**src/rtl/shift_pkg.sv**
```systemverilog
// shift_pkg: shared state encoding, fill-mode constants and STEP legality check
package shift_pkg;
  typedef enum logic [1:0] {IDLE, SHIFT, DONE} state_t;
  localparam logic SH_LOGICAL = 1'b0;
  localparam logic SH_ARITH = 1'b1;
  function automatic bit step_legal(input int step, input int width);
    return (step == 1 || step == 2 || step == 4 || step == 8) && step <= width;
  endfunction
endpackage

```
**src/rtl/shift_right_step.sv**
```systemverilog
// shift_right_step: one iteration, shifts acc right by k and back-fills the top k bits with fill
module shift_right_step #(
  parameter int WIDTH = 32,
  parameter int KW = 1
) (
  input  logic [WIDTH-1:0] acc,
  input  logic [KW-1:0]    k,
  input  logic             fill,
  output logic [WIDTH-1:0] shifted
);
  logic [WIDTH-1:0] top_mask;
  // top_mask covers exactly the k vacated bits
  always_comb begin
    top_mask = ~({WIDTH{1'b1}} >> k);
    shifted = (acc >> k) | ({WIDTH{fill}} & top_mask);
  end
endmodule

```
**src/rtl/shift_right_iter.sv**
```systemverilog
// shift_right_iter: multi-cycle logical/arithmetic right shifter, up to STEP bits per clock
module shift_right_iter
  import shift_pkg::*;
#(
  parameter int WIDTH = 32,
  parameter int STEP = 1,
  parameter int SHW = $clog2(WIDTH)
) (
  input  logic             clk_i,
  input  logic             rst_i,
  input  logic             start_i,
  input  logic [WIDTH-1:0] data_i,
  input  logic [SHW-1:0]   shamt_i,
  input  logic             arith_i,
  output logic [WIDTH-1:0] data_o,
  output logic             done_o,
  output logic             ready_o
);
  localparam int KW = $clog2(STEP + 1);
  state_t           state;
  logic [WIDTH-1:0] acc;
  logic [WIDTH-1:0] acc_nx;
  logic [SHW-1:0]   cnt;
  logic             fill;
  logic [KW-1:0]    k;
  if (!step_legal(STEP, WIDTH)) begin : g_bad_step
    $error("shift_right_iter: STEP must be 1, 2, 4 or 8 and not exceed WIDTH");
  end
  // k = min(STEP, cnt) so the last iteration never over-shifts
  always_comb begin
    k = (int'(cnt) < STEP) ? KW'(cnt) : KW'(STEP);
    ready_o = (state == IDLE);
  end
  shift_right_step #(.WIDTH(WIDTH), .KW(KW)) u_step (
    .acc(acc),
    .k(k),
    .fill(fill),
    .shifted(acc_nx)
  );
  // FSM: latch on accept, iterate until cnt drains, publish result with a one-cycle done
  always_ff @(posedge clk_i) begin
    if (rst_i) begin
      state <= IDLE;
      acc <= '0;
      cnt <= '0;
      fill <= 1'b0;
      data_o <= '0;
      done_o <= 1'b0;
    end else begin
      done_o <= 1'b0;
      case (state)
        IDLE: if (start_i) begin
          acc <= data_i;
          cnt <= shamt_i;
          fill <= (arith_i == SH_ARITH) & data_i[WIDTH-1];
          state <= SHIFT;
        end
        SHIFT: if (cnt == '0) begin
          data_o <= acc;
          done_o <= 1'b1;
          state <= DONE;
        end else begin
          acc <= acc_nx;
          cnt <= cnt - SHW'(k);
        end
        default: state <= IDLE;
      endcase
    end
  end
endmodule

```
**config.mk**
```make
export PLATFORM = sky130hd
export DESIGN_NAME = shift_right_iter
export DESIGN_NICKNAME = d
export VERILOG_FILES = /design/src/rtl/shift_pkg.sv /design/src/rtl/shift_right_step.sv /design/src/rtl/shift_right_iter.sv
export SDC_FILE = /design/constraint.sdc
export NUM_CORES = 1
export LEC_CHECK = 0
export CORE_UTILIZATION = 43
export DETAILED_ROUTE_END_ITERATION = 16
export PLACE_DENSITY = 0.78
export SYNTH_ARGS = -nofsm -noshare
export SYNTH_HDL_FRONTEND = slang
export SYNTH_HIERARCHICAL = 1
export SYNTH_SLANG_ARGS = --single-unit
```
**constraint.sdc**
```tcl
create_clock -name clk_i -period 4.84 [get_ports clk_i]
set_input_delay 0.484 -clock clk_i [delete_from_list [all_inputs] [get_ports clk_i]]
set_output_delay 0.484 -clock clk_i [all_outputs]
set_load 0.005 [all_outputs]
```
Yosys cells after proc, flatten, opt, wreduce, memory -nomap -nowiden --
Index checks and enable logic that the tools add are counted.
Storage, ports and cells: flip-flop bits (word level) 73, input bits 41, output and inout port bits 34
Operators by class: add/sub/neg operators 1, magnitude comparators 1, equal/unequal tests 4, shift operators 2, multiplexer cells 11, bitwise operators 5, reduce and logical (&&, ||, !) cells 8
Operators by type and width (count):
- 32-bit 2-to-1 mux | 2
- 32-bit case mux with 2 select lines | 1
- 32-bit AND | 1
- 32-bit inverter | 1
- 32-bit bitwise OR | 1
- 32-bit by 1-bit >> shifter with 32-bit output | 1
- 32-bit by 1-bit >> shifter with 32-bit output (first input constant) | 1
- 5-bit 2-to-1 mux | 2
- 5-bit case mux with 2 select lines | 1
- 2-bit inequality test (second input constant) | 3
- 2-bit AND reduction | 3
- 5-bit logical NOT | 1
- 5-bit by 1-bit < comparator with 1-bit output (second input constant) | 1
- 5-bit by 1-bit subtractor with 5-bit output | 1
- 2-bit 2-to-1 mux | 2
- 2-bit case mux with 2 select lines | 1
- 3-bit AND reduction | 1
- 2-bit by 1-bit equality test with 1-bit output (second input constant) | 1
- 2-bit logical NOT | 1
- 1-bit 2-to-1 mux | 2
- 2-bit nonzero test | 1
- 2-bit OR reduction | 1
- 1-bit AND | 1
- 1-bit inverter | 1

Depth between registers and ports, before layout --
Gate-level depths: netlist of the first run.
word-level depth 8, depth in mapped cells 9

Modules after synthesis --
The synthesis of the first run kept the hierarchy.
By module, submodules not included:
- shift_right_iter | instances 1, cells an instance 353, area each 3697.3 µm², sequential area each 1461.4 µm²
- shift_right_step | instances 1, cells an instance 36, area each 544.3 µm², sequential area each 0.0 µm²

Least setup slack after synthesis of the first run --
Ideal clock, no wire load.
path kind register to register, from register cnt[0], to register acc[10], library setup time 126 ps, data arrival time 1767 ps, setup slack 2947 ps, cell stages (with the launch flop) 10, clock period less this slack 1893 ps, cell sequence dfxtp_1 buf_2 nor2_2 buf_2 nand2_1 buf_6 buf_12 mux2_4 mux2i_1 o32ai_2
Between the ends: longest elaborated chain between the ends 8
RTL lines:
- from (decl) | line shift_right_iter.sv:23 | logic [SHW-1:0] cnt;
- from (signal assigned) | line shift_right_iter.sv:54 | cnt <= shamt_i;
- from (signal assigned) | line shift_right_iter.sv:64 | cnt <= cnt - SHW'(k);
- 5-bit by 1-bit < comparator with 1-bit output | line shift_right_iter.sv:31 | k = (int'(cnt) < STEP) ? KW'(cnt) : KW'(STEP);
- 1-bit 2-to-1 mux * | line shift_right_iter.sv:31
- named net k | line shift_right_iter.sv:25 | logic [KW-1:0] k;
- 32-bit by 1-bit >> shifter with 32-bit output | line shift_right_step.sv:14 | top_mask = ~({WIDTH{1'b1}} >> k);
- 32-bit inverter | line shift_right_step.sv:14
- 32-bit AND | line shift_right_step.sv:15 | shifted = (acc >> k) | ({WIDTH{fill}} & top_mask);
- 32-bit bitwise OR * | line shift_right_step.sv:15
- named net acc_nx[10] | line shift_right_iter.sv:22 | logic [WIDTH-1:0] acc_nx;
- 32-bit 2-to-1 mux * | line shift_right_iter.sv:58 | SHIFT: if (cnt == '0) begin
- 32-bit case mux with 2 select lines * | line shift_right_iter.sv:51 | case (state)
- to (signal assigned) | line shift_right_iter.sv:53 | acc <= data_i;
- to (signal assigned) | line shift_right_iter.sv:63 | acc <= acc_nx;
- to (decl) | line shift_right_iter.sv:21 | logic [WIDTH-1:0] acc;
The timed path passes the listed nets; every way through them passes the cells marked *. The select of a mux whose other input is x is not followed. A chain may end at the register's enable or synchronous reset.

Worst setup path in the final report of the first run --
from register cnt[2], to register acc[11]
Between the ends: longest elaborated chain between the ends 8
RTL lines (line):
- 5-bit by 1-bit < comparator with 1-bit output * | shift_right_iter.sv:31
- 1-bit 2-to-1 mux * | shift_right_iter.sv:31
- named net k | shift_right_iter.sv:25
- 32-bit by 1-bit >> shifter with 32-bit output | shift_right_step.sv:14
- 32-bit inverter | shift_right_step.sv:14
- 32-bit AND | shift_right_step.sv:15
- 32-bit bitwise OR * | shift_right_step.sv:15
- named net acc_nx[11] | shift_right_iter.sv:22
- 32-bit 2-to-1 mux * | shift_right_iter.sv:58
- 32-bit case mux with 2 select lines * | shift_right_iter.sv:51
Marks and branches as above.

==> key figures, run 1 <==
Synth
  – Sequential element share of the synthesized area: 0.345
  – Avg Synthesized Cell Area: 10.9 um2
  – Synth warnings: 6
  – Post-Syn Instances: 389
  – #FFs+latches synth: 73
  – Cell variety after synth: 45
  – Syn nets: approximately 430
  – Cell Area, Synth: 4240 um2

Clock tree
  – Buffer levels on the longest clock path: 2
  – CTS root buf: clkbuf_8
  – Clk sinks: 73
  – Inserted Clock Buffers: 9
  – Worst skew pair latency: around 0.35 ns
  – TritonCTS clock tree: yes
  – Clock slew at reported path FFs: 0.07 ns
  – Htree depth: 3
  – Cts hold-fix bufs: 0
  – # resized after CTS: 0
  – Post-CTS setup buffer count: 0

Critical path
  – Crit path kind: flop to flop
  – Critical Path RT: between 5 and 6 ns
  – Crit-path max FO: 34
  – Startpoint types: flop
  – Setup crit end kind: flop
  – Worst endpoint data arrival time: 3.35 ns

Global route
  – Largest net degree at the start of global routing: 67
  – Vias in the first global route: between 3000 and 4000
  – First-pass GRT wire length: 16.4 mm
  – Total Routing Usage GR: 0.204
  – Grt ovf: 0
  – Initial antenna violation count: 0

STA
  – Slew HR: 0.150
  – Fin. max-slew vios: 0
  – Clock Skew: 0.00895 ns
  – Slew @ Worst Pin: approximately 1.3 ns
  – RSZ-0062 raised after global routing: no
  – Final Hold Violating Endpoints: 0
  – Endpoints failing setup: 0
  – Total Negative Setup Slacks: 0 ns
  – Max frequency: 315 MHz
  – Crit share post-route: 0.656
  – Period minus WS final: 3.18 ns

Power and ir drop
  – Int Pwr: 1.45 mW
  – Pwr/cell area: 430 nW/um2
  – Sequential Power Share: 0.348
  – Pleak: approximately 1.8 nW
  – Switching power share of the total: 0.343
  – Comb power frac: 0.375
  – Tot Pwr: 2.20 mW
  – NetSw: 0.755 mW
  – VDD IR-drop max: approximately 280 uV
  – Clock Power Share: 0.277

Routing
  – Vias per cell: 5.66
  – DRT iter0 DRCs: 170
  – Detailed-route via count: about 3200
  – Final WL: between 10 and 15 mm
  – WL per Instance: 17.7 um
  – Drc violations: 0
  – 1st-pass router iterations: 5
  – ANT nets after route: 0

Place
  – Placed Area: 4870 um2
  – Post-DP HPWL: 6.30 mm
  – Gpl congestion: 0.785
  – I/O Buffers: 74

Final layout
  – Reg area: 1460 um2
  – N_diodes: 0
  – Area growth syn-to-layout: 20.8%
  – Multi-input logic area: ~2200 um2
  – Nets: 479
  – Commonest cells after routing, fill and taps aside: 73 x dfxtp_1, 73 x clkdlybuf4s50_1, 66 x inv_1, 33 x mux2i_1, 32 x a311oi_1
  – Share of layout cells above drive strength 1: 0.276
  – Design Area, Final: between 5000 and 6000 um2
  – Fillers: 828

Die
  – Initial core utilization: 0.450
  – Die area: about 10000 um2
  – Std cell rows: 35
  – Die width: 101 um
  – Core Box Area: about 9400 um2
  – Die height: slightly above 100 um
  – I/O pin cnt: 75

Min path
  – Hold WC Path Type: flop to flop

Run status
  – Status: complete, no violations

Flow run
  – Max-cap viol count: 0
==> path summary, 6_finish.rpt <==
| kind | from | endpoint | slack, ns | cells after the start |
|---|---|---|---|---|
| max | cnt[2] | acc[11] | 1.66 | 6 |
| min | fill | fill | 0.46 | 2 |
| max reg2reg | cnt[2] | acc[11] | 1.66 | 6 |
| min reg2reg | fill | fill | 0.46 | 2 |
==> layout make-up <==
type                            count  area share
Tap cell                          129      0.0315
Multi-Input combinational cell    207       0.434
Timing Repair Buffer               79       0.151
Sequential cell                    73       0.285
Inverter                           67      0.0491
Clock buffer                       12      0.0303
Clock inverter                      4      0.0193
==> critical path: stages (launching register included) <==
cell and delay (ns):
dfxtp_1 0.38, nor3_4 0.65, buf_4 0.41, nand2_2 0.70, mux2_4 0.54, mux2i_1 0.19, o32ai_2 0.10
==> power by group through the flow <==
stage,registers (mW),logic [mW],clock network (mW)
after floorplan,0.747,0.746,0
after global placement,0.776,0.795,0
after detailed placement,0.782,0.826,0
after CTS,0.768,0.830,0.621
after global routing,0.782,0.883,0.642
final,0.768,0.826,0.610
==> sequential cells by signal, summed over array words and instances (netlist names) <==
signal and cells:
cnt 5, acc 32, fill 1, data_o 32, done_o 1, state 2
==> metal layers <==
metal | vias up | track usage | wire length, um
li1 | 1546 | - | -
met1 | 1578 | 0.259 | 4410
met2 | 98 | 0.350 | 5020
met3 | 11 | 0.0462 | 516
met4 | 0 | 0.0546 | 130
met5 | - | 0 | 0
==> cell families (layout without fill, tap and decap cells) <==
kind of cell / Yosys count / after routing / synth area share
AOI/OAI and AO/OA: 113 / 113 / 0.284
adders and majority gates: 1 / 1 / 0.00295
muxes: 65 / 65 / 0.189
and+or+nand+nor: 28 / 28 / 0.0428
DFF: 73 / 73 / 0.345
buffers and inverters: 109 / 162 / 0.137
==> metrics by stage <==
step           hold slack [ns]  worst slack [ns]  utilization  cells
6_report                 0.462              1.66        0.544    571
5_1_grt                  0.503              1.47        0.544    571
4_1_cts                  0.467              1.66        0.544    571
3_5_place_dp             0.456              1.44        0.517    555
3_3_place_gp             0.437              1.55        0.517    555
2_1_floorplan            0.428              2.95            -    389
==> cell usage after synthesis, drive strengths merged <==
cell type / number / area [um2]
o21ai: 1 / 8.76
nor4b: 1 / 15.0
a21oi: 4 / 20.0
o32ai: 36 / 533
ha: 1 / 12.5
nor4: 1 / 6.26
a21boi: 1 / 7.51
a31o: 32 / 280
dfxtp: 73 / 1460
nand2: 3 / 11.3
nand3: 1 / 5.00
clkbuf: 6 / 22.5
nor4bb: 1 / 10.0
nor2: 5 / 21.3
a221oi: 1 / 26.3
mux2i: 33 / 330
nor2b: 2 / 15.0
nand4: 1 / 6.26
o31a: 1 / 8.76
a211oi: 2 / 15.0
nand4bb: 1 / 11.3
o21a: 1 / 7.51
nor3: 5 / 30.0
and3b: 1 / 8.76
mux2: 32 / 473
or3b: 1 / 8.76
a311oi: 32 / 280
o221ai: 1 / 8.76
nand2b: 2 / 12.5
and3: 2 / 12.5
inv: 67 / 251
nor3b: 1 / 7.51
buf: 36 / 305
a22oi: 1 / 7.51
(Power assumes the default switching activity.)
==> inputs of run 2 (changes only) <==
--- a/config.mk
+++ b/config.mk
@@ -7,7 +7,7 @@
 export LEC_CHECK = 0
 export CORE_UTILIZATION = 43
 export DETAILED_ROUTE_END_ITERATION = 16
-export PLACE_DENSITY = 0.78
+export PLACE_DENSITY = 0.81
 export SYNTH_ARGS = -nofsm -noshare
 export SYNTH_HDL_FRONTEND = slang
 export SYNTH_HIERARCHICAL = 1
==> constraint.sdc (replaced) <==
create_clock -name clk_i -period 2.55 [get_ports clk_i]
set_input_delay 0.255 -clock clk_i [delete_from_list [all_inputs] [get_ports clk_i]]
set_output_delay 0.255 -clock clk_i [all_outputs]
set_load 0.005 [all_outputs]
==> run 2 against run 1 <==
Die area is the same; combinational power increased by 95%; first-iteration DRC count is 5.9% higher; count of clock-buffer cells in the layout is 3 lower; final cell count increased by 1.9%; sequential share of layout area is 0.083 points lower.
==> key figures, run 2 (synthesis gave the netlist of run 1 again) <==
Critical path
  – Startpoint types: flop
  – Critical Path RT: 2.77 ns
  – Worst endpoint data arrival time: 2.16 ns
  – R2r setup slk: about 0.61 ns
  – Worst R2R End: acc[30]
  – Worst reg2reg startpoint: cnt[2]
  – Crit path kind: flop to flop
  – Setup crit end kind: flop
  – CP Capture Point: acc[30]
  – R2R cell count: 5
  – Crit-path max FO: 37
  – Crit path launch: cnt[2]

Clock tree
  – Clk sinks: 73
  – TritonCTS clock tree: yes
  – Buffer levels on the longest clock path: 2
  – Cts hold-fix bufs: 0
  – Worst skew pair latency: 0.35 ns
  – Htree depth: 3
  – CTS root buf: clkbuf_8
  – Clock slew at reported path FFs: 0.08 ns
  – Post-CTS setup buffer count: 0
  – # resized after CTS: 0
  – Inserted Clock Buffers: 9

Place
  – Gpl congestion: 0.822
  – Placed Area: 4970 um2
  – Post-DP HPWL: around 6.5 mm
  – I/O Buffers: 74

Final layout
  – Final Util: 0.546
  – Regs by FF count: acc (32), data_o (32), cnt (5)
  – N_diodes: 0
  – Commonest non-fill, non-tap cell in the layout: clkdlybuf4s50_1
  – Nets: 490
  – Share of layout cells above drive strength 1: 0.294
  – Design Area, Final: 5140 um2
  – Commonest cells after routing, fill and taps aside: 74 x clkdlybuf4s50_1, 73 x dfxtp_1, 66 x inv_1, 33 x mux2i_1, 32 x a311oi_1
  – Area growth syn-to-layout: 21.2%

Power and ir drop
  – Pwr/cell area: 752 nW/um2
  – Pleak: 1.83 nW
  – Tot Pwr: between 3 and 4 mW
  – VDD IR-drop max: 509 uV

Global route
  – Total Routing Usage GR: 0.203
  – Initial antenna violation count: 0
  – First-pass GRT wire length: between 15 and 20 mm
  – Vias in the first global route: 3354
  – Grt ovf: 0
  – Largest net degree at the start of global routing: 38

Run status
  – Status: complete, no violations

Die
  – Die width: about 100 um
  – Core Box Area: about 9400 um2
  – Std cell rows: 35
  – Die area: 10300 um2
  – Die height: ~100 um
  – I/O pin cnt: 75
  – Initial core utilization: 0.450

STA
  – Fin. max-slew vios: 0
  – Final Hold Violating Endpoints: 0
  – Endpoints failing setup: 0
  – Total Negative Setup Slacks: 0 ns
  – Slew HR: 0.537
  – Max frequency: between 500 and 600 MHz
  – Period minus WS final: 1.94 ns
  – Clock Skew: 0.0108 ns
  – Crit share post-route: 0.761
  – RSZ-0062 raised after global routing: no
  – Slew @ Worst Pin: roughly 0.69 ns

Min path
  – Hold WC Path Type: flop to flop

Routing
  – WL per Instance: 16.8 um
  – Drc violations: 0
  – Vias per cell: 5.67
  – 1st-pass router iterations: 4
  – Final WL: between 9 and 10 mm
  – DRT iter0 DRCs: 180
  – Detailed-route via count: between 3000 and 4000
  – ANT nets after route: 0

Flow run
  – Max-cap viol count: 0
==> run 2: cell types whose count changed in the layout (fill, tap and decap cells not counted), moves of 2 or more <==
cell       delta
bufinv_16     -3
clkinv_2      +4
clkbuf_8      -2
buf_4        +10
==> run 2: how the worst min path moves through the flow <==
stage            start  endpoint  slack [ns]  depth (start not counted)
2_1_floorplan  start_i      fill        0.41                          2
3_3_place_gp      fill      fill        0.44                          2
3_5_place_dp      fill      fill        0.44                          2
4_1_cts           fill      fill        0.45                          2
5_1_grt           fill      fill        0.48                          2
6_report          fill      fill        0.45                          2
==> run 2: where the power goes <==
group,switching [mW],total [mW],internal [mW]
Sequential,0.170,1.46,1.29
Combinational,0.831,1.61,0.780
Clock,0.446,0.796,0.351
Total,1.45,3.86,2.42
==> run 2: metrics by stage <==
step	setup slack, ns	hold slack, ns	instances
after global placement	0.654	0.441	566
after CTS	0.634	0.453	582
after detailed placement	0.610	0.445	566
final	0.609	0.450	582
after global routing	0.480	0.475	582
after floorplan	0.657	0.409	389
==> run 2: worst max-delay path: stages (launching register included) <==
cell,delay [ns]
dfxtp_1,0.38
nor3_4,0.22
buf_4,0.44
and3_2,0.28
buf_4,0.33
o32ai_1,0.16
==> run 2: layout make-up <==
| class | count | area, um2 |
|---|---|---|
| clock buffer | 9 | 124 |
| clock inverter | 7 | 45.0 |
| fill | 835 | 4280 |
| inverter | 67 | 251 |
| multi-input combinational | 207 | 2220 |
| sequential | 73 | 1460 |
| tap | 129 | 161 |
| timing repair buffer | 90 | 873 |
==> run 2: layer usage <==
layer  vias to the layer above  global-route usage  routed length (um)
met2                        73               0.345                4790
met1                      1645               0.256                4560
met5                         -                   0                   0
met4                         0              0.0691                 120
li1                       1573                   -                   -
met3                        10              0.0393                 307
==> inputs of run 3 (changes only) <==
--- a/config.mk
+++ b/config.mk
@@ -7,7 +7,7 @@
 export LEC_CHECK = 0
 export CORE_UTILIZATION = 43
 export DETAILED_ROUTE_END_ITERATION = 16
-export PLACE_DENSITY = 0.81
+export PLACE_DENSITY = 0.78
 export SYNTH_ARGS = -nofsm -noshare
 export SYNTH_HDL_FRONTEND = slang
 export SYNTH_HIERARCHICAL = 1
==> constraint.sdc (replaced) <==
create_clock -name clk_i -period 1.8 [get_ports clk_i]
set_input_delay 0.18 -clock clk_i [delete_from_list [all_inputs] [get_ports clk_i]]
set_output_delay 0.18 -clock clk_i [all_outputs]
set_load 0.005 [all_outputs]
==> run 3 against run 2 <==
Final cell count increased by 1.5%; maximum frequency increased by 15%; die area unchanged; combinational power increased by 52%; largest cell class unchanged.
==> key figures, run 3 (synthesis gave the netlist of run 1 again) <==
Critical path
  – Worst R2R End: data_o[12]
  – Crit path launch: cnt[4]
  – Worst-path cell chain: nor3_4, buf_4, and3_1, buf_4, a31o_2
  – Startpoint types: flop
  – Crit path buffers/inverters: 2
  – R2r setup slk: 0.11 ns
  – Critical Path RT: 2.09 ns
  – Crit-path max FO: 21
  – Slowest stage cell, crit path: dfxtp_1
  – Most used cell, CP: buf_4
  – Worst reg2reg startpoint: cnt[4]
  – Worst endpoint data arrival time: ~2.0 ns
  – Slowest cell delay on critical path: between 0.3 and 0.4 ns
  – R2R cell count: 5
  – Setup crit end kind: flop
  – Crit path kind: flop to flop
  – Top cell family by delay on the critical path: simple AND/OR/NAND/NOR gates

Place
  – Post-DP HPWL: 6.60 mm
  – Post-Place Worst Slack: -0.0213 ns
  – Gpl congestion: 0.807
  – I/O Buffers: 74

Die
  – Initial core utilization: 0.450
  – Die height: 101 um
  – Std cell rows: 35
  – Core Box Area: approximately 9400 um2
  – I/O pin cnt: 75
  – Die width: 101 um
  – Die area: 10300 um2

Routing
  – Detailed-route via count: 3287
  – ANT nets after route: 0
  – DRT iter0 DRCs: 197
  – Final WL: about 10 mm
  – Vias per cell: 5.56
  – 1st-pass router iterations: 5
  – Drc violations: 0
  – WL per Instance: 16.9 um

Final layout
  – Nets: 501
  – Commonest cells after routing, fill and taps aside: 74 x clkdlybuf4s50_1, 71 x dfxtp_1, 66 x inv_1, 33 x mux2i_1, 32 x a311oi_1
  – Share of layout cells above drive strength 1: 0.312
  – Commonest non-fill, non-tap cell in the layout: clkdlybuf4s50_1
  – Area growth syn-to-layout: 25.7%
  – N_diodes: 0
  – Regs by FF count: acc (32), data_o (32), cnt (5)

STA
  – Fin. max-slew vios: 0
  – Endpoints failing setup: 0
  – Clock Skew: roughly 0.0080 ns
  – Crit share post-route: 0.940
  – Slew HR: 0.723
  – Final Hold Violating Endpoints: 0
  – Max frequency: 591 MHz
  – Period minus WS final: approximately 1.7 ns
  – Slew @ Worst Pin: 0.415 ns
  – Final setup margin: 0.108 ns

Min path
  – Hold WC Path Type: input pin to flop
  – Min-Delay Endpoint: fill
  – WHS Path Cells: 3
  – Hold Path Origin: arith_i

Global route
  – Initial antenna violation count: 0
  – Total Routing Usage GR: 0.203
  – Vias in the first global route: around 3400
  – Grt ovf: 0
  – First-pass GRT wire length: 16.3 mm
  – Largest net degree at the start of global routing: 36

Clock tree
  – Inserted Clock Buffers: 9
  – Clk sinks: between 70 and 80
  – Buffer levels on the longest clock path: 2
  – Htree depth: 3
  – Clock slew at reported path FFs: 0.07 ns
  – TritonCTS clock tree: yes
  – CTS root buf: clkbuf_8
  – # resized after CTS: 0
  – Worst skew pair latency: 0.34 ns
  – Cts hold-fix bufs: 0
  – Post-CTS setup buffer count: 0

Power and ir drop
  – Tot Pwr: 5.84 mW
  – Pwr/cell area: 1090 nW/um2
  – Pleak: between 1.5 and 2 nW
  – VDD IR-drop max: ~700 uV

Flow run
  – Max-cap viol count: 0

Run status
  – Status: complete, no violations
-- run 3: final cells by class --
cell class | count | area (um2)
clock buffers | 10 | 128
flip-flops and latches | 73 | 1460
fillers | 808 | 4080
repair buffers | 101 | 1020
multi-input cells | 207 | 2230
inverters | 67 | 251
clock inverters | 4 | 70.1
well taps | 129 | 161
-- run 3: power breakdown --
group,switching (mW),total [mW],internal (mW)
combinational,1.22,2.44,1.22
sequential,0.225,2.05,1.83
clock,0.582,1.34,0.761
-- run 3: metrics by stage --
step                      hold WS (ns)  area (um2)  TNS [ns]  std cells   util
after floorplan                  0.334        4260         0        389      -
after global placement           0.444        5120         0        577  0.544
after detailed placement         0.467        5120    -0.191        577  0.544
after CTS                        0.441        5320         0        591  0.565
after global routing             0.462        5330  -0.00280        591  0.566
final                            0.443        5330         0        591  0.566
-- run 3: how the worst max path moves through the flow --
stage,end,depth (start not counted)
3_3_place_gp,acc[28],5
5_1_grt,data_o[11],5
3_5_place_dp,acc[29],5
4_1_cts,cnt[3],4
6_report,data_o[12],5
2_1_floorplan,acc[10],9
-- run 3: worst min-delay path, stage by stage --
cell and delay (ns):
clkdlybuf4s50_1 0.40, nand4_1 0.09, a21oi_1 0.06
-- run 3: layer usage --
metal	wire [um]	track usage	part of all wire	vias up
li1	-	-	-	1590
met1	4380	0.256	0.44	1590
met2	4990	0.351	0.50	100
met3	528	0.0442	0.053	7
met4	79	0.0569	0.0079	0
met5	0	0	0	-
